<file path="config.mk">
export PLATFORM = sky130hd
export DESIGN_NAME = zx81_tape_player
export DESIGN_NICKNAME = d
export VERILOG_FILES = /design/src/rtl/zx8x_pkg.sv /design/src/rtl/zx81_tape_pulse_gen.sv /design/src/rtl/zx81_tape_player.sv
export SDC_FILE = /design/constraint.sdc
export NUM_CORES = 1
export LEC_CHECK = 0
export ABC_CLOCK_PERIOD_IN_PS = 2700
export BUFFER_PORTS_ARGS = -buffer_cell sky130_fd_sc_hd__buf_2
export CAP_MARGIN = 5
export CORE_UTILIZATION = 50
export DETAILED_ROUTE_END_ITERATION = 16
export PLACE_DENSITY_LB_ADDON = 0.2
export SYNTH_ARGS = -nofsm -noshare
export SYNTH_HDL_FRONTEND = slang
export SYNTH_SLANG_ARGS = --single-unit
</file>
<file path="constraint.sdc">
create_clock -name clk_sys -period 2.7 [get_ports clk_sys]
set_input_delay 0 -clock clk_sys [delete_from_list [all_inputs] [get_ports clk_sys]]
set_output_delay 0 -clock clk_sys [all_outputs]
set_load 0.02 [all_outputs]
</file>
<file path="src/rtl/zx8x_pkg.sv">
// Shared types and default timing for the ZX80/ZX81 cassette pulse player.
package zx8x_pkg;

    typedef enum logic [2:0] {
        ST_IDLE      = 3'd0,
        ST_LEADER    = 3'd1,
        ST_FETCH     = 3'd2,
        ST_WAIT_DATA = 3'd3,
        ST_PULSE_HI  = 3'd4,
        ST_PULSE_LO  = 3'd5,
        ST_GAP       = 3'd6,
        ST_DONE      = 3'd7
    } tape_state_t;

    localparam logic [3:0] PULSES_ZERO = 4'd4;
    localparam logic [3:0] PULSES_ONE  = 4'd9;

    localparam int DEF_PULSE_HALF = 975;
    localparam int DEF_BIT_GAP    = 8450;
    localparam int DEF_LEADER     = 3250000;
    localparam logic [7:0] DEF_NAME_CHAR = 8'hA6;

    localparam int LEADER_W    = 22;
    localparam int PULSE_TMR_W = 14;

    function automatic logic [3:0] pulses_for(input logic bit_val);
        return bit_val ? PULSES_ONE : PULSES_ZERO;
    endfunction

endpackage

</file>
<file path="src/rtl/zx81_tape_pulse_gen.sv">
// Turns one tape bit into its pulse train followed by the inter-bit gap.
// All phase timers advance only on tick; bit_done fires on the last gap tick.
module tape_pulse_gen
    import zx8x_pkg::*;
#(
    parameter int PULSE_HALF = DEF_PULSE_HALF,
    parameter int BIT_GAP    = DEF_BIT_GAP
) (
    input  logic clk_sys,
    input  logic reset_n,
    input  logic tick,
    input  logic clear,
    input  logic bit_start,
    input  logic bit_val,
    output logic tape_level,
    output logic bit_done
);

    localparam logic [2:0] G_IDLE = 3'd0;
    localparam logic [2:0] G_ARM  = 3'd1;
    localparam logic [2:0] G_HI   = 3'd2;
    localparam logic [2:0] G_LO   = 3'd3;
    localparam logic [2:0] G_GAP  = 3'd4;

    localparam logic [PULSE_TMR_W-1:0] HALF_M1 = PULSE_TMR_W'(PULSE_HALF - 1);
    localparam logic [PULSE_TMR_W-1:0] GAP_M1  = PULSE_TMR_W'(BIT_GAP - 1);

    logic [2:0]             phase_q, phase_d;
    logic [PULSE_TMR_W-1:0] timer_q, timer_d;
    logic [3:0]             pulses_q, pulses_d;

    // Kept out of the always_comb below so the top's bit_start path forms no loop.
    assign bit_done   = tick && (phase_q == G_GAP) && (timer_q == '0);
    assign tape_level = (phase_q == G_HI);

    // NOTE: every variable gets a default first so no latch is inferred.
    always_comb begin
        phase_d  = phase_q;
        timer_d  = timer_q;
        pulses_d = pulses_q;
        case (phase_q)
            G_ARM: if (tick) phase_d = G_HI;
            G_HI: if (tick) begin
                if (timer_q == '0) begin
                    phase_d = G_LO;
                    timer_d = HALF_M1;
                end else begin
                    timer_d = timer_q - 1'b1;
                end
            end
            G_LO: if (tick) begin
                if (timer_q != '0) begin
                    timer_d = timer_q - 1'b1;
                end else if (pulses_q == 4'd1) begin
                    phase_d  = G_GAP;
                    timer_d  = GAP_M1;
                    pulses_d = '0;
                end else begin
                    phase_d  = G_HI;
                    timer_d  = HALF_M1;
                    pulses_d = pulses_q - 1'b1;
                end
            end
            G_GAP: if (tick) begin
                if (timer_q == '0) phase_d = G_IDLE;
                else               timer_d = timer_q - 1'b1;
            end
            default: phase_d = G_IDLE;
        endcase

        // A new bit starts high only on a tick, so the first half-period is full length.
        if (bit_start) begin
            pulses_d = pulses_for(bit_val);
            timer_d  = HALF_M1;
            phase_d  = tick ? G_HI : G_ARM;
        end
        if (clear) begin
            phase_d  = G_IDLE;
            timer_d  = '0;
            pulses_d = '0;
        end
    end

    // NOTE: sequential state uses non-blocking assignments only.
    always_ff @(posedge clk_sys or negedge reset_n) begin
        if (!reset_n) begin
            phase_q  <= G_IDLE;
            timer_q  <= '0;
            pulses_q <= '0;
        end else begin
            phase_q  <= phase_d;
            timer_q  <= timer_d;
            pulses_q <= pulses_d;
        end
    end

endmodule

</file>
<file path="src/rtl/zx81_tape_player.sv">
// Byte/fetch FSM that streams tape RAM bytes through tape_pulse_gen as ZX80/ZX81 audio.
// Define TAPE_PLAYER_PAUSE_EN to add a pause input that freezes playback.
module zx81_tape_player
    import zx8x_pkg::*;
#(
    parameter int         PULSE_HALF = DEF_PULSE_HALF,
    parameter int         BIT_GAP    = DEF_BIT_GAP,
    parameter int         LEADER     = DEF_LEADER,
    parameter logic [7:0] NAME_CHAR  = DEF_NAME_CHAR
) (
    input  logic        clk_sys,
    input  logic        reset_n,
    input  logic        ce,
    input  logic        start,
    input  logic        stop,
`ifdef TAPE_PLAYER_PAUSE_EN
    input  logic        pause,
`endif
    input  logic        zx81,
    input  logic [13:0] length,
    output logic [13:0] rd_addr,
    output logic        rd_req,
    input  logic [7:0]  rd_data,
    input  logic        rd_valid,
    output logic        tape_out,
    output logic        busy,
    output logic        done
);

    localparam logic [LEADER_W-1:0] LEADER_M1 = LEADER_W'(LEADER - 1);

    tape_state_t         state_q, state_d;
    logic [LEADER_W-1:0] timer_q, timer_d;
    logic [13:0]         index_q, index_d;
    logic [13:0]         length_q, length_d;
    logic                name_q, name_d;
    logic [7:0]          shift_q, shift_d;
    logic [2:0]          bit_cnt_q, bit_cnt_d;
    logic                rd_req_q, rd_req_d;
    logic [13:0]         rd_addr_q, rd_addr_d;
    logic                done_q, done_d;

    logic run, tick, bit_start, bit_val, bit_done, gen_level;

`ifdef TAPE_PLAYER_PAUSE_EN
    logic held_q, held_d;
    assign run = ~pause;
`else
    assign run = 1'b1;
`endif
    assign tick = ce & run;

    tape_pulse_gen #(
        .PULSE_HALF (PULSE_HALF),
        .BIT_GAP    (BIT_GAP)
    ) u_pulse_gen (
        .clk_sys    (clk_sys),
        .reset_n    (reset_n),
        .tick       (tick),
        .clear      (stop),
        .bit_start  (bit_start),
        .bit_val    (bit_val),
        .tape_level (gen_level),
        .bit_done   (bit_done)
    );

    // ST_PULSE_HI spans a whole bit; the pulse generator tracks its HI/LO/GAP phases.
    always_comb begin
        state_d   = state_q;
        timer_d   = timer_q;
        index_d   = index_q;
        length_d  = length_q;
        name_d    = name_q;
        shift_d   = shift_q;
        bit_cnt_d = bit_cnt_q;
        rd_req_d  = 1'b0;
        rd_addr_d = rd_addr_q;
        done_d    = done_q;
        bit_start = 1'b0;
        bit_val   = 1'b0;
`ifdef TAPE_PLAYER_PAUSE_EN
        held_d    = held_q;
`endif
        case (state_q)
            ST_IDLE, ST_DONE: if (start) begin
                length_d  = length;
                name_d    = zx81;
                index_d   = '0;
                rd_addr_d = '0;
                done_d    = 1'b0;
                if ((length == '0) && !zx81) begin
                    state_d = ST_DONE;
                    done_d  = 1'b1;
                end else begin
                    state_d = ST_LEADER;
                    timer_d = LEADER_M1;
                end
            end
            ST_LEADER: if (tick) begin
                if (timer_q == '0) state_d = ST_FETCH;
                else               timer_d = timer_q - 1'b1;
            end
            ST_FETCH: if (run) begin
                if (name_q) begin
                    name_d    = 1'b0;
                    shift_d   = NAME_CHAR;
                    bit_cnt_d = 3'd7;
                    bit_start = 1'b1;
                    bit_val   = NAME_CHAR[7];
                    state_d   = ST_PULSE_HI;
                end else if (index_q == length_q) begin
                    state_d = ST_DONE;
                    done_d  = 1'b1;
                end else begin
                    rd_addr_d = index_q;
                    rd_req_d  = 1'b1;
                    state_d   = ST_WAIT_DATA;
                end
            end
            ST_WAIT_DATA: begin
`ifdef TAPE_PLAYER_PAUSE_EN
                if (!run) begin
                    if (rd_valid && !held_q) begin
                        shift_d = rd_data;
                        index_d = index_q + 1'b1;
                        held_d  = 1'b1;
                    end
                end else if (held_q) begin
                    held_d    = 1'b0;
                    bit_cnt_d = 3'd7;
                    bit_start = 1'b1;
                    bit_val   = shift_q[7];
                    state_d   = ST_PULSE_HI;
                end else
`endif
                if (rd_valid) begin
                    shift_d   = rd_data;
                    index_d   = index_q + 1'b1;
                    bit_cnt_d = 3'd7;
                    bit_start = 1'b1;
                    bit_val   = rd_data[7];
                    state_d   = ST_PULSE_HI;
                end
            end
            ST_PULSE_HI: if (bit_done) begin
                if (bit_cnt_q == '0) begin
                    state_d = ST_FETCH;
                end else begin
                    bit_cnt_d = bit_cnt_q - 1'b1;
                    shift_d   = {shift_q[6:0], 1'b0};
                    bit_start = 1'b1;
                    bit_val   = shift_q[6];
                end
            end
            default: state_d = ST_IDLE;
        endcase

        if (stop) begin
            state_d  = ST_IDLE;
            rd_req_d = 1'b0;
            done_d   = 1'b0;
`ifdef TAPE_PLAYER_PAUSE_EN
            held_d   = 1'b0;
`endif
        end
    end

    always_ff @(posedge clk_sys or negedge reset_n) begin
        if (!reset_n) begin
            state_q   <= ST_IDLE;
            timer_q   <= '0;
            index_q   <= '0;
            length_q  <= '0;
            name_q    <= 1'b0;
            shift_q   <= '0;
            bit_cnt_q <= '0;
            rd_req_q  <= 1'b0;
            rd_addr_q <= '0;
            done_q    <= 1'b0;
`ifdef TAPE_PLAYER_PAUSE_EN
            held_q    <= 1'b0;
`endif
        end else begin
            state_q   <= state_d;
            timer_q   <= timer_d;
            index_q   <= index_d;
            length_q  <= length_d;
            name_q    <= name_d;
            shift_q   <= shift_d;
            bit_cnt_q <= bit_cnt_d;
            rd_req_q  <= rd_req_d;
            rd_addr_q <= rd_addr_d;
            done_q    <= done_d;
`ifdef TAPE_PLAYER_PAUSE_EN
            held_q    <= held_d;
`endif
        end
    end

    assign tape_out = gen_level;
    assign rd_req   = rd_req_q;
    assign rd_addr  = rd_addr_q;
    assign done     = done_q;
    assign busy     = (state_q != ST_IDLE) && (state_q != ST_DONE);

endmodule

</file>
==> results.md, run 1 <==
Die:
- The initialized floorplan defines 38 standard-cell rows.
- The core region is 10800 sq um.
- For this configuration, the core starts out at a cell density of 51.3%.
- The die is 107 microns tall.
- From left edge to right edge, the die measures 107 microns.
- The die covers 11500 sq um.
- The count of boundary I/O pins is 47.

Logic synthesis:
- The share of synthesized flip-flops with an asynchronous set or reset is 100%.
- By area the synthesized netlist is led by sky130_fd_sc_hd__dfrtp_1, sky130_fd_sc_hd__nand2_1, sky130_fd_sc_hd__xor2_1, sky130_fd_sc_hd__nor2_1, sky130_fd_sc_hd__nand3_1.
- For this run, the leading register cell type out of synthesis is sky130_fd_sc_hd__dfrtp_1.
- In this run the biggest area consumer among cell types represents 45.6% of the synthesized area.
- In this run, synthesis inferred 0 flip-flops with an integrated enable.
- The library cell occupying the most area in the post-synthesis netlist is sky130_fd_sc_hd__dfrtp_1.
- The count of yosys warnings during synthesis is 0.
- The synthesized instance count is 632.
- Each instance of the synthesized netlist takes up on average 8.76 sq um.
- The cell area that synthesis handed to floorplanning was 5540 sq um.
- Synthesis instantiated 63 different standard cells from the library.
- The fraction of the yosys area taken by sequential cells is 45.6%.
- The number of nets in the synthesized netlist is 668.
- In this run, synthesis produced a sequential element count of 101.

Run status:
- The flow ran to the end, and the final reports show no timing, DRC or antenna violations.

Finish:
- The repair_antennas step left the layout with diodes totalling 0.
- The finished cells cover 6350 sq um.
- In the layout the commonest cells are sky130_fd_sc_hd__nand2_1, sky130_fd_sc_hd__dfrtp_1, sky130_fd_sc_hd__nor2_1.
- In the final layout, flip-flops and latches occupy 2530 sq um.
- Cells with a size suffix above 1 make up 12.8% of the layout.
- The area occupied by multi-input gates is 2820 sq um.
- The number of inserted filler cells in the final layout is 966.
- The most common cell after layout, fill and taps aside is sky130_fd_sc_hd__nand2_1.
- The final net count is 734.
- The area growth from synthesis to layout is 14.8%.

Route:
- After detailed routing, the number of vias per cell comes to 5.60.
- The first-iteration detailed-routing DRC count is 305.
- Dividing the detail-routed wire length by the instance count gives 15.1 microns.
- The first-pass iteration count of the detailed router is 5.
- The count of nets left with antenna violations once routing finished came out at 0.
- In the routed design, unresolved DRC markers number 0.
- The detailed-route via count is 4711.
- The final wirelength is 12.8 mm.

GRT:
- For this run the aggregate overflow at the end of global routing stands at 0.
- The via count of the first global-routing pass was 4689.
- Entering global routing, the biggest net connects 65 pins.
- Global routing used 24.2% of the available tracks.
- The initial antenna violation count is 0.
- The first global-routing pass estimated 22.0 mm of wire.

Clock network:
- TritonCTS built the clock tree.
- The total of cells resized after clock tree synthesis is 0.
- The clock reaches the later pin of the worst-skew pair after 380 ps.
- The tree is rooted in a sky130_fd_sc_hd__clkbuf_8.
- The number of buffers added for setup after CTS is 0.
- The CTS buffer count is 9.
- The clock-pin slew reported for the worst setup and hold paths after clock tree synthesis is 90 ps.
- The H-tree was split into 3 levels.
- The number of clock sinks is 101.
- The clock passes through at most 2 buffers.

Worst setup path:
- Setup slack on the worst reg-to-reg path comes out at 300 ps.
- For the worst setup path, the data required time is 3000 ps.
- Counting both buffers and inverters, the worst setup path holds a total of 1.
- The stage delay of the slowest cell on the critical path is 510 ps.
- Counting stages on the worst path, the most repeated cell is sky130_fd_sc_hd__o21ai_0.
- Walking the worst path, the cells encountered are inv_1 -> ha_1 -> nor4b_4 -> and4_4 -> o21ai_0 -> nor3_1 -> o21ai_0 -> o21ai_0.
- STA classifies the critical path startpoint as a register.
- Data arrives at the worst endpoint at 2700 ps.
- On the critical path, the stage with the largest delay is an instance of sky130_fd_sc_hd__nor3_1.
- The startpoint-to-endpoint class of the critical path is reg2reg.
- The maximum fanout along the worst path is 6.
- The cell family contributing the most delay on the critical path is simple AND/OR/NAND/NOR gates.
- STA classifies the critical path endpoint as a register.

Power and ir drop:
- The reported leakage power is 2.90 nW.
- IR analysis of the VDD net gives a maximum drop of 436 uV.
- Power spread over the standard cell area amounts to 775 nW/um^2.

Worst hold path:
- The type of the tightest min-delay check is in2reg.

Timing:
- Derived from the worst setup path, the maximum achievable clock frequency is 416 MHz.
- The total count of hold-check failures in the final report came to 0.
- The slew at the pin closest to its max-slew limit is 819 ps.
- Hold timing on the final database bottoms out at a slack of 65.0 ps.
- The remaining max-slew budget at the tightest pin is 45.4%.
- The routed design could run at a clock period as short as 2400 ps.
- For the final database, setup skew stands at 11.9 ps.
- The share of the clock period used by the worst path after layout is 89.0%.
- Setup violations remaining at the end of the flow were counted as 0.
- Across all setup checks in the final design, the least slack found is 298 ps.
- Adding up every negative setup slack in the final design gives 0 ps.
- The final number of max-transition violations is 0.
- Setup repair after global routing left no endpoint under its margin.

Place:
- Timing analysis after detailed placement gives a worst setup slack of 330 ps.
- Buffers placed on the I/O ports in this run total 46.
- After legalization and detailed placement, the total HPWL measured 9.01 mm.
- The global placer's final weighted congestion is 0.936.
- The total placed instance area is 5930 sq um.

Run:
- The number of maximum-capacitance violations is 0.
## stage by stage
| step | total power [mW] | util [%] | instances |
|---|---|---|---|
| 5_1_grt | 5.31 | 58.9 | 842 |
| 3_5_place_dp | 4.01 | 54.9 | 802 |
| 6_report | 4.93 | 58.9 | 842 |
| 4_1_cts | 4.95 | 58.9 | 842 |
| 2_1_floorplan | 3.52 | - | 632 |
| 3_3_place_gp | 3.96 | 54.9 | 802 |
## worst reg2reg max path, stage by stage, from the launching register on
cell                      delay, ps
sky130_fd_sc_hd__dfrtp_1        400
sky130_fd_sc_hd__inv_1          100
sky130_fd_sc_hd__ha_1           230
sky130_fd_sc_hd__nor4b_4        320
sky130_fd_sc_hd__and4_4         310
sky130_fd_sc_hd__o21ai_0        180
sky130_fd_sc_hd__nor3_1         510
sky130_fd_sc_hd__o21ai_0        170
sky130_fd_sc_hd__o21ai_0        100
## path summary, 6_finish.rpt
kind,startpoint,to,depth (start not counted)
setup / recovery,u_pulse_gen.timer_q[0],u_pulse_gen.timer_q[6],8
hold / removal,start,index_q[0],3
setup reg to reg,u_pulse_gen.timer_q[0],u_pulse_gen.timer_q[6],8
hold reg to reg,shift_q[0],shift_q[0],2
max in group asynchronous,reset_n,u_pulse_gen.timer_q[11],3
min in group asynchronous,reset_n,length_q[9],2
## per-layer routing
layer | global-route usage [%] | routed length [microns] | up-vias
li1 | - | - | 2334
met1 | 32.6 | 5960 | 2259
met2 | 39.2 | 6120 | 101
met3 | 3.53 | 424 | 17
met4 | 10.2 | 260 | 0
met5 | 0 | 0 | -
## repair_timing
| item | CTS | global route |
|---|---|---|
| hold buffers | 25 | 0 |
| endpoints found under the setup margin | 0 | 0 |
| endpoints found under the hold margin | 87 | 0 |
## Yosys cell counts, types with 8 or more instances
cell type and n:
sky130_fd_sc_hd__a21oi_1 30, sky130_fd_sc_hd__and3_1 10, sky130_fd_sc_hd__buf_2 8, sky130_fd_sc_hd__clkbuf_1 17
sky130_fd_sc_hd__dfrtp_1 101, sky130_fd_sc_hd__inv_1 18, sky130_fd_sc_hd__nand2_1 103, sky130_fd_sc_hd__nand2b_1 9
sky130_fd_sc_hd__nand3_1 43, sky130_fd_sc_hd__nor2_1 65, sky130_fd_sc_hd__nor3_1 32, sky130_fd_sc_hd__nor4_1 16
sky130_fd_sc_hd__o21ai_0 25, sky130_fd_sc_hd__xnor2_1 16, sky130_fd_sc_hd__xor2_1 28
## where the power goes
part | total (mW) | internal, mW | switching (mW)
registers | 2.05 | 1.79 | 0.263
logic | 1.97 | 0.745 | 1.23
clock network | 0.906 | 0.406 | 0.500
## final cells by class
type	count	area share [%]
multi-input cells	485	44.4
flip-flops and latches	101	39.8
repair buffers	83	9.21
well taps	140	2.76
clock buffers	14	2.72
inverters	18	1.06
clock inverters	1	0.0788
## cells by family (layout without fill, tap and decap cells)
logic type	after synthesis	after routing	synth area share, %
AO/OA/AOI/OAI	100	100	11.5
buffers and inverters	46	116	3.50
multiplexers	5	5	0.904
adder cells (fa/ha/maj)	7	7	1.58
AND/OR/NAND/NOR	329	329	29.9
XOR/XNOR	44	44	6.96
flip-flops	101	101	45.6
## flip-flops by register name, summed over array words and instances (netlist names)
register and count:
bit_cnt_q 3, done 1, index_q 14, length_q 14, name_q 1, rd_addr 14, rd_req 1, shift_q 7
state_q 3, timer_q 22, u_pulse_gen.phase_q 3, u_pulse_gen.pulses_q 4, u_pulse_gen.timer_q 14
Note: power is estimated with default switching activity, not from simulation.
==> run 2: changes to the inputs <==
- HOLD_SLACK_MARGIN: not set -> 0.1
==> run 2 against run 1 <==
  * Cell count increased by 0.24%
  * Highest routed layer unchanged
  * Clock-buffer cell count stayed put
  * Design area up 0.32%
  * Sequential share of layout area shrank 0.12 points
  * Total power is 0.10% higher
  * Clock power about the same
  * Hold slack better by 130 ps
  * Register-to-register slack is essentially flat
  * Wire length about the same
==> results.md, run 2 (synthesis gave the netlist of run 1 again) <==
Die:
- The area enclosed by the die boundary was 11500 sq um (unchanged).
- The number of placement rows is 38 (unchanged).
- The count of boundary I/O pins is 47 (unchanged).
- The x dimension of the die is 107 microns (unchanged).
- The height of the die is 107 microns (unchanged).
- The placeable core region is 10800 sq um (unchanged).
- The initial core utilization is 51.3% (unchanged).

Route:
- The first-pass iteration count of the detailed router is 5 (unchanged).
- The remaining design rule violation count was 0 (unchanged).
- The final wirelength is 12.8 mm (about the same).
- The first-iteration detailed-routing DRC count is 272 (was 305).
- The number of nets still failing antenna checks after routing came to 0 (unchanged).
- The detailed-route via count is 4714 (was 4711).
- The routed via count divided by cell count is 5.59 (was 5.60).
- The routed wire length per instance is 15.1 microns (about the same).

Worst setup path:
- The worst flop-to-flop path endpoint was u_pulse_gen.timer_q[6] (unchanged).
- The slack of the worst reg-to-reg path is 310 ps (was 300 ps).
- The critical path arrival is 2690 ps (was 2700 ps).
- The depth of the worst register-to-register path is 8 (unchanged).
- The startpoint of the lowest-slack register-to-register path is u_pulse_gen.timer_q[0] (unchanged).
- The endpoint type of the worst setup path is a register (unchanged).
- The startpoint-to-endpoint class of the critical path is reg2reg (unchanged).
- The startpoint type of the worst setup path is a register (unchanged).
- The maximum fanout along the worst path is 6 (unchanged).
- The endpoint required time on the critical path is 3000 ps (about the same).

Power and ir drop:
- The part of the total power dissipated in sequential elements is 41.6% (about the same).
- The switching share of power came to 40.4% (about the same).
- The overall power after layout came to 4.93 mW (about the same).
- The portion of total power attributed to combinational logic came to 40.0% (about the same).
- The peak ir drop on the vdd network is 436 uV (about the same).
- The fraction of power consumed by the clock network came to 18.4% (about the same).
- The power per standard cell area came to 774 nW/um^2 (was 775 nW/um^2).
- The internal cell power is 2.94 mW (about the same).
- The reported leakage power is 2.91 nW (was 2.90 nW).
- The power dissipated by switching net loads is 1.99 mW (about the same).

GRT:
- The combined global-route utilization of all metal layers is 24.3% (was 24.2%).
- The initial antenna violation count is 0 (unchanged).
- The first-pass GRT wire length came to 22.0 mm (about the same).
- The via count of the first global-routing pass came to 4703 (was 4689).
- The total congestion overflow is 0 (unchanged).
- The pin count of the biggest net entering global routing is 65 (unchanged).

Clock network:
- The maximum root-to-sink buffer count is 2 (unchanged).
- The CTS buffer count was 9 (unchanged).
- The H-tree depth is 3 (unchanged).
- The total of cells resized after clock tree synthesis is 0 (unchanged).
- The clock-pin slew reported for the worst setup and hold paths after clock tree synthesis is 90 ps (about the same).
- The root buffer selected by CTS is sky130_fd_sc_hd__clkbuf_8 (unchanged).
- The number of clock sinks came to 101 (unchanged).
- The number of buffers added for setup after CTS is 0 (unchanged).
- The insertion delay of the later-clocked pin in the worst-skew pair is 380 ps (about the same).
- The clock tree from TritonCTS is yes (unchanged).

Worst hold path:
- The depth of the worst hold-timing path is 4 (was 3).
- The type of the tightest min-delay check is in2reg (unchanged).
- The start point of the worst min-delay path is rd_data[7] (was start).
- The endpoint of the worst hold path was u_pulse_gen.pulses_q[2] (was index_q[0]).

Timing:
- The slew at the pin closest to its max-slew limit is 814 ps (was 819 ps).
- The count of endpoints failing setup in the final report is 0 (unchanged).
- Unrepaired setup endpoints after global routing: false (unchanged).
- The final period demand of the worst path came to 2390 ps (was 2400 ps).
- The total count of hold-check failures in the final report is 0 (unchanged).
- The final number of max-transition violations is 0 (unchanged).
- The maximum operating frequency is 419 MHz (was 416 MHz).
- The share of the clock period used by the worst path after layout is 88.5% (was 89.0%).
- The setup skew after layout came to 10.5 ps (was 11.9 ps).
- The final total negative setup slack is 0 ps (unchanged).
- The remaining max-slew budget at the tightest pin is 45.7% (was 45.4%).

Run:
- The number of maximum-capacitance violations was 0 (unchanged).

Finish:
- The flip-flop count of the largest register, all copies and words added was 22 (unchanged).
- The final net count is 736 (was 734).
- The number of inserted filler cells in the final layout is 964 (was 966).
- The top register by number of flip-flops is timer_q (unchanged).
- The most common cell after layout, fill and taps aside is sky130_fd_sc_hd__nand2_1 (unchanged).
- The fraction of layout cells with a size suffix above 1 is 12.8% (about the same).
- The area overhead of the layout relative to synthesis is 15.1% (was 14.8%).
- The number of antenna cells inserted is 0 (unchanged).
- Commonest cells after routing, fill and taps aside: sky130_fd_sc_hd__nand2_1, sky130_fd_sc_hd__dfrtp_1, sky130_fd_sc_hd__nor2_1 (unchanged).
- The final non-filler cell total is 844 (was 842).

Place:
- The placed instance count is 802 (unchanged).
- The post-DP HPWL is 9.01 mm (unchanged).
- The count of input and output buffers is 46 (unchanged).
- The global placer's final weighted congestion is 0.936 (unchanged).

Run status:
- Run status: finished, final reports clean (unchanged).
[run 2: cell types whose count changed in the layout (fill, tap and decap cells not counted)]
cell                            change
sky130_fd_sc_hd__dlygate4sd3_1      +2
[run 2: stage by stage]
step           cell area (sq um)  utilization, %  hold slack (ps)  setup WS (ps)
2_1_floorplan               5540               -             -296            551
3_3_place_gp                5930            54.9              142            434
3_5_place_dp                5930            54.9              143            330
4_1_cts                     6370            59.1              186            323
5_1_grt                     6370            59.1              238            105
6_report                    6370            59.1              199            312
[run 2: how the worst max path moves through the flow]
stage                                 startpoint                endpoint  slack (ps)  depth (start not counted)
after global placement    u_pulse_gen.timer_q[0]  u_pulse_gen.timer_q[6]         430                          8
after detailed placement  u_pulse_gen.timer_q[0]  u_pulse_gen.timer_q[7]         330                          8
after floorplan           u_pulse_gen.timer_q[0]  u_pulse_gen.timer_q[5]         550                          9
after global routing      u_pulse_gen.timer_q[0]  u_pulse_gen.timer_q[3]         110                          8
after CTS                 u_pulse_gen.timer_q[0]  u_pulse_gen.timer_q[6]         320                          8
final                     u_pulse_gen.timer_q[0]  u_pulse_gen.timer_q[6]         310                          8
[run 2: what timing repair did]
item / 4_1_cts / 5_1_grt
hold endpoints to repair: 93 / 0
hold buffers: 27 / 0
setup endpoints to repair: 0 / 0
[run 2: power by group through the flow]
stage / Sequential, mW / Clock (mW) / Combinational, mW
2_1_floorplan: 2.00 / 0 / 1.51
3_3_place_gp: 2.07 / 0 / 1.89
3_5_place_dp: 2.08 / 0 / 1.93
4_1_cts: 2.05 / 0.931 / 1.97
5_1_grt: 2.09 / 0.986 / 2.24
6_report: 2.05 / 0.908 / 1.97
[run 2: final cells by class]
cell class                 count  area [sq um]  share of cell area, %
clock buffer                  14           173                   2.71
timing repair buffer          85           606                   9.50
clock inverter                 1          5.00                 0.0785
inverter                      18          67.6                   1.06
tap                          140           175                   2.75
multi-input combinational    485          2820                   44.3
sequential                   101          2530                   39.6
[run 2: critical path, stage by stage (launching register included)]
cell and delay, ps:
sky130_fd_sc_hd__dfrtp_1 400, sky130_fd_sc_hd__inv_1 100, sky130_fd_sc_hd__ha_1 230, sky130_fd_sc_hd__nor4b_4 320, sky130_fd_sc_hd__and4_4 310, sky130_fd_sc_hd__o21ai_0 180, sky130_fd_sc_hd__nor3_1 500, sky130_fd_sc_hd__o21ai_0 170
sky130_fd_sc_hd__o21ai_0 100
[run 2: per-layer routing]
metal	track usage, %	share of wire [%]
met1	32.6	47
met5	0	0
met4	10.2	2.0
met3	3.53	3.5
met2	39.3	48
==> run 3: changes to the inputs <==
- PLACE_DENSITY_LB_ADDON: 0.2 -> 0.08
==> run 3 against run 2 <==
  * Via count up 1.6%
  * Critical path type unchanged
  * Largest power group unchanged
  * Cell count rose by 0.71%
  * Clock-buffer cell count fell by 2
  * Clock skew is 0.89 ps higher
==> results.md, run 3 (synthesis gave the netlist of run 1 again) <==
Run status:
- Run status: finished, final reports clean (unchanged).

Route:
- The routed wire length per instance came to 15.3 microns (was 15.1 microns).
- The detailed-route via count is 4791 (was 4714).
- The remaining design rule violation count is 0 (unchanged).
- The number of nets still failing antenna checks after routing was 0 (unchanged).
- The final wirelength is 13.0 mm (was 12.8 mm).
- The routed via count divided by cell count is 5.64 (was 5.59).
- The first-iteration detailed-routing DRC count is 271 (was 272).
- The first-pass iteration count of the detailed router was 4 (was 5).

Worst setup path:
- The stage delay of the slowest cell on the critical path came to 550 ps (was 500 ps).
- The maximum fanout along the worst path is 6 (unchanged).
- The worst flop-to-flop path endpoint is u_pulse_gen.timer_q[7] (was u_pulse_gen.timer_q[6]).
- The cell with the largest stage delay on the worst path is sky130_fd_sc_hd__nor3_1 (unchanged).
- The startpoint-to-endpoint class of the critical path is reg2reg (unchanged).
- The slack of the worst reg-to-reg path is 220 ps (was 310 ps).
- List of cells traversed by the critical path: inv_1 -> ha_1 -> nor4b_4 -> and4_4 -> o21ai_0 -> nor3_1 -> o21ai_0 -> o21ai_1 (was inv_1 -> ha_1 -> nor4b_4 -> and4_4 -> o21ai_0 -> nor3_1 -> o21ai_0 -> o21ai_0).
- The timing startpoint of the critical path is u_pulse_gen.timer_q[0] (unchanged).
- The depth of the worst register-to-register path is 8 (unchanged).
- The last element of the critical path is u_pulse_gen.timer_q[7] (was u_pulse_gen.timer_q[6]).
- The endpoint required time on the critical path is 3010 ps (was 3000 ps).
- The critical path arrival is 2790 ps (was 2690 ps).
- The endpoint type of the worst setup path is a register (unchanged).
- The startpoint of the lowest-slack register-to-register path is u_pulse_gen.timer_q[0] (unchanged).
- The cell repeated most along the worst path is sky130_fd_sc_hd__o21ai_0 (unchanged).
- The startpoint type of the worst setup path is a register (unchanged).

Timing:
- The count of endpoints failing setup in the final report is 0 (unchanged).
- The total count of hold-check failures in the final report is 0 (unchanged).
- The final total negative setup slack came to 0 ps (unchanged).
- The maximum operating frequency is 402 MHz (was 419 MHz).
- The share of the clock period used by the worst path after layout is 92.0% (was 88.5%).
- The slew at the pin closest to its max-slew limit is 841 ps (was 814 ps).
- Unrepaired setup endpoints after global routing: false (unchanged).
- The final period demand of the worst path came to 2480 ps (was 2390 ps).
- The remaining max-slew budget at the tightest pin is 43.8% (was 45.7%).
- The setup skew after layout is 11.4 ps (was 10.5 ps).
- The final number of max-transition violations is 0 (unchanged).

Place:
- The count of input and output buffers is 46 (unchanged).
- The post-DP HPWL is 9.21 mm (was 9.01 mm).
- The global placer's final weighted congestion was 0.895 (was 0.936).

Clock network:
- The clock-pin slew reported for the worst setup and hold paths after clock tree synthesis came to 90 ps (about the same).
- The number of clock sinks is 101 (unchanged).
- The total of cells resized after clock tree synthesis is 0 (unchanged).
- The H-tree depth came to 3 (unchanged).
- The insertion delay of the later-clocked pin in the worst-skew pair came to 380 ps (about the same).
- The number of buffers added for setup after CTS is 0 (unchanged).
- The root buffer selected by CTS is sky130_fd_sc_hd__clkbuf_8 (unchanged).
- The clock tree from TritonCTS was yes (unchanged).
- The CTS buffer count is 9 (unchanged).
- The maximum root-to-sink buffer count was 2 (unchanged).

Finish:
- The top register by number of flip-flops is timer_q (unchanged).
- The fraction of layout cells with a size suffix above 1 is 13.1% (was 12.8%).
- The number of antenna cells inserted is 0 (unchanged).
- The most common cell after layout, fill and taps aside is sky130_fd_sc_hd__nand2_1 (unchanged).
- The flip-flop count of the largest register, all copies and words added was 22 (unchanged).
- The number of inserted filler cells in the final layout came to 949 (was 964).
- The area overhead of the layout relative to synthesis is 16.1% (was 15.1%).
- The final net count is 742 (was 736).
- Commonest cells after routing, fill and taps aside: sky130_fd_sc_hd__nand2_1, sky130_fd_sc_hd__dfrtp_1, sky130_fd_sc_hd__nor2_1 (unchanged).

Run:
- The number of maximum-capacitance violations is 0 (unchanged).

Die:
- The initial core utilization is 51.3% (unchanged).
- The x dimension of the die is 107 microns (unchanged).
- The count of boundary I/O pins is 47 (unchanged).
- The placeable core region is 10800 sq um (unchanged).
- The area enclosed by the die boundary is 11500 sq um (unchanged).
- The number of placement rows came to 38 (unchanged).
- The height of the die is 107 microns (unchanged).

Power and ir drop:
- The reported leakage power came to 2.93 nW (was 2.91 nW).
- The peak ir drop on the vdd network is 428 uV (was 436 uV).
- The power per standard cell area came to 782 nW/um^2 (was 774 nW/um^2).
- The overall power after layout is 5.03 mW (was 4.93 mW).

GRT:
- The combined global-route utilization of all metal layers is 24.5% (was 24.3%).
- The total congestion overflow is 0 (unchanged).
- The via count of the first global-routing pass came to 4649 (was 4703).
- The pin count of the biggest net entering global routing was 40 (was 65).
- The initial antenna violation count came to 0 (unchanged).
- The first-pass GRT wire length came to 22.1 mm (was 22.0 mm).

Worst hold path:
- The type of the tightest min-delay check is in2async (was in2reg).
[run 3: cell count changes in the layout (fill, tap and decap cells not counted), sizes merged]
cell / before / now
buf: 58 / 61
dlygate4sd3: 27 / 30
clkbuf: 14 / 12
bufinv: 0 / 1
clkinvlp: 0 / 1
[run 3: worst max-delay path: cells and delay by family, from the launching register on]
kind	cells	cell delay (ps)
AND/OR/NAND/NOR	3	1200
flip-flops	1	400
AO/OA/AOI/OAI	3	490
adder cells (fa/ha/maj)	1	210
buffers and inverters	1	100
[run 3: area by class of cell]
| type | instances | area, sq um | area share [%] |
|---|---|---|---|
| clock buffer | 12 | 145 | 2.26 |
| clock inverter | 3 | 46.3 | 0.720 |
| inverter | 18 | 67.6 | 1.05 |
| multi-input combinational | 485 | 2820 | 43.9 |
| sequential | 101 | 2530 | 39.3 |
| tap | 140 | 175 | 2.72 |
| timing repair buffer | 91 | 646 | 10.0 |
[run 3: metrics by stage]
| stage | instance area (sq um) | worst slack (ps) | utilization [%] | hold WS (ps) | instances |
|---|---|---|---|---|---|
| finish | 6430 | 215 | 59.6 | 126 | 850 |
| global route | 6430 | 75.9 | 59.6 | 164 | 850 |
| CTS | 6430 | 299 | 59.6 | 121 | 850 |
| detailed placement | 5940 | 306 | 55.0 | 8.67 | 805 |
| global placement | 5940 | 422 | 55.0 | 13.7 | 805 |
| floorplan | 5540 | 551 | - | -296 | 632 |
[run 3: timing repair]
action / 4_1_cts / 5_1_grt
hold endpoints to repair: 134 / 0
setup endpoints to repair: 0 / 0
hold buffers: 30 / 0
[run 3: where the power goes]
group	switching (mW)	internal, mW
Combinational	1.24	0.769
Sequential	0.275	1.79
Clock	0.511	0.451
[run 3: how the worst min path moves through the flow]
stage                  from           end  slack [ps]  cells after the start
floorplan           reset_n  bit_cnt_q[0]        -300                      0
global placement    reset_n  length_q[11]          10                      1
detailed placement  reset_n  length_q[11]           9                      1
CTS                 reset_n  length_q[12]         120                      2
global route        reset_n  length_q[11]         160                      2
finish              reset_n  length_q[11]         130                      2
[run 3: per-layer routing]
metal / vias to the layer above / GRT usage [%] / routed length (microns)
li1: 2346 / - / -
met1: 2333 / 31.9 / 6080
met2: 88 / 39.8 / 6200
met3: 24 / 5.47 / 470
met4: 0 / 9.30 / 246
met5: - / 0 / 0
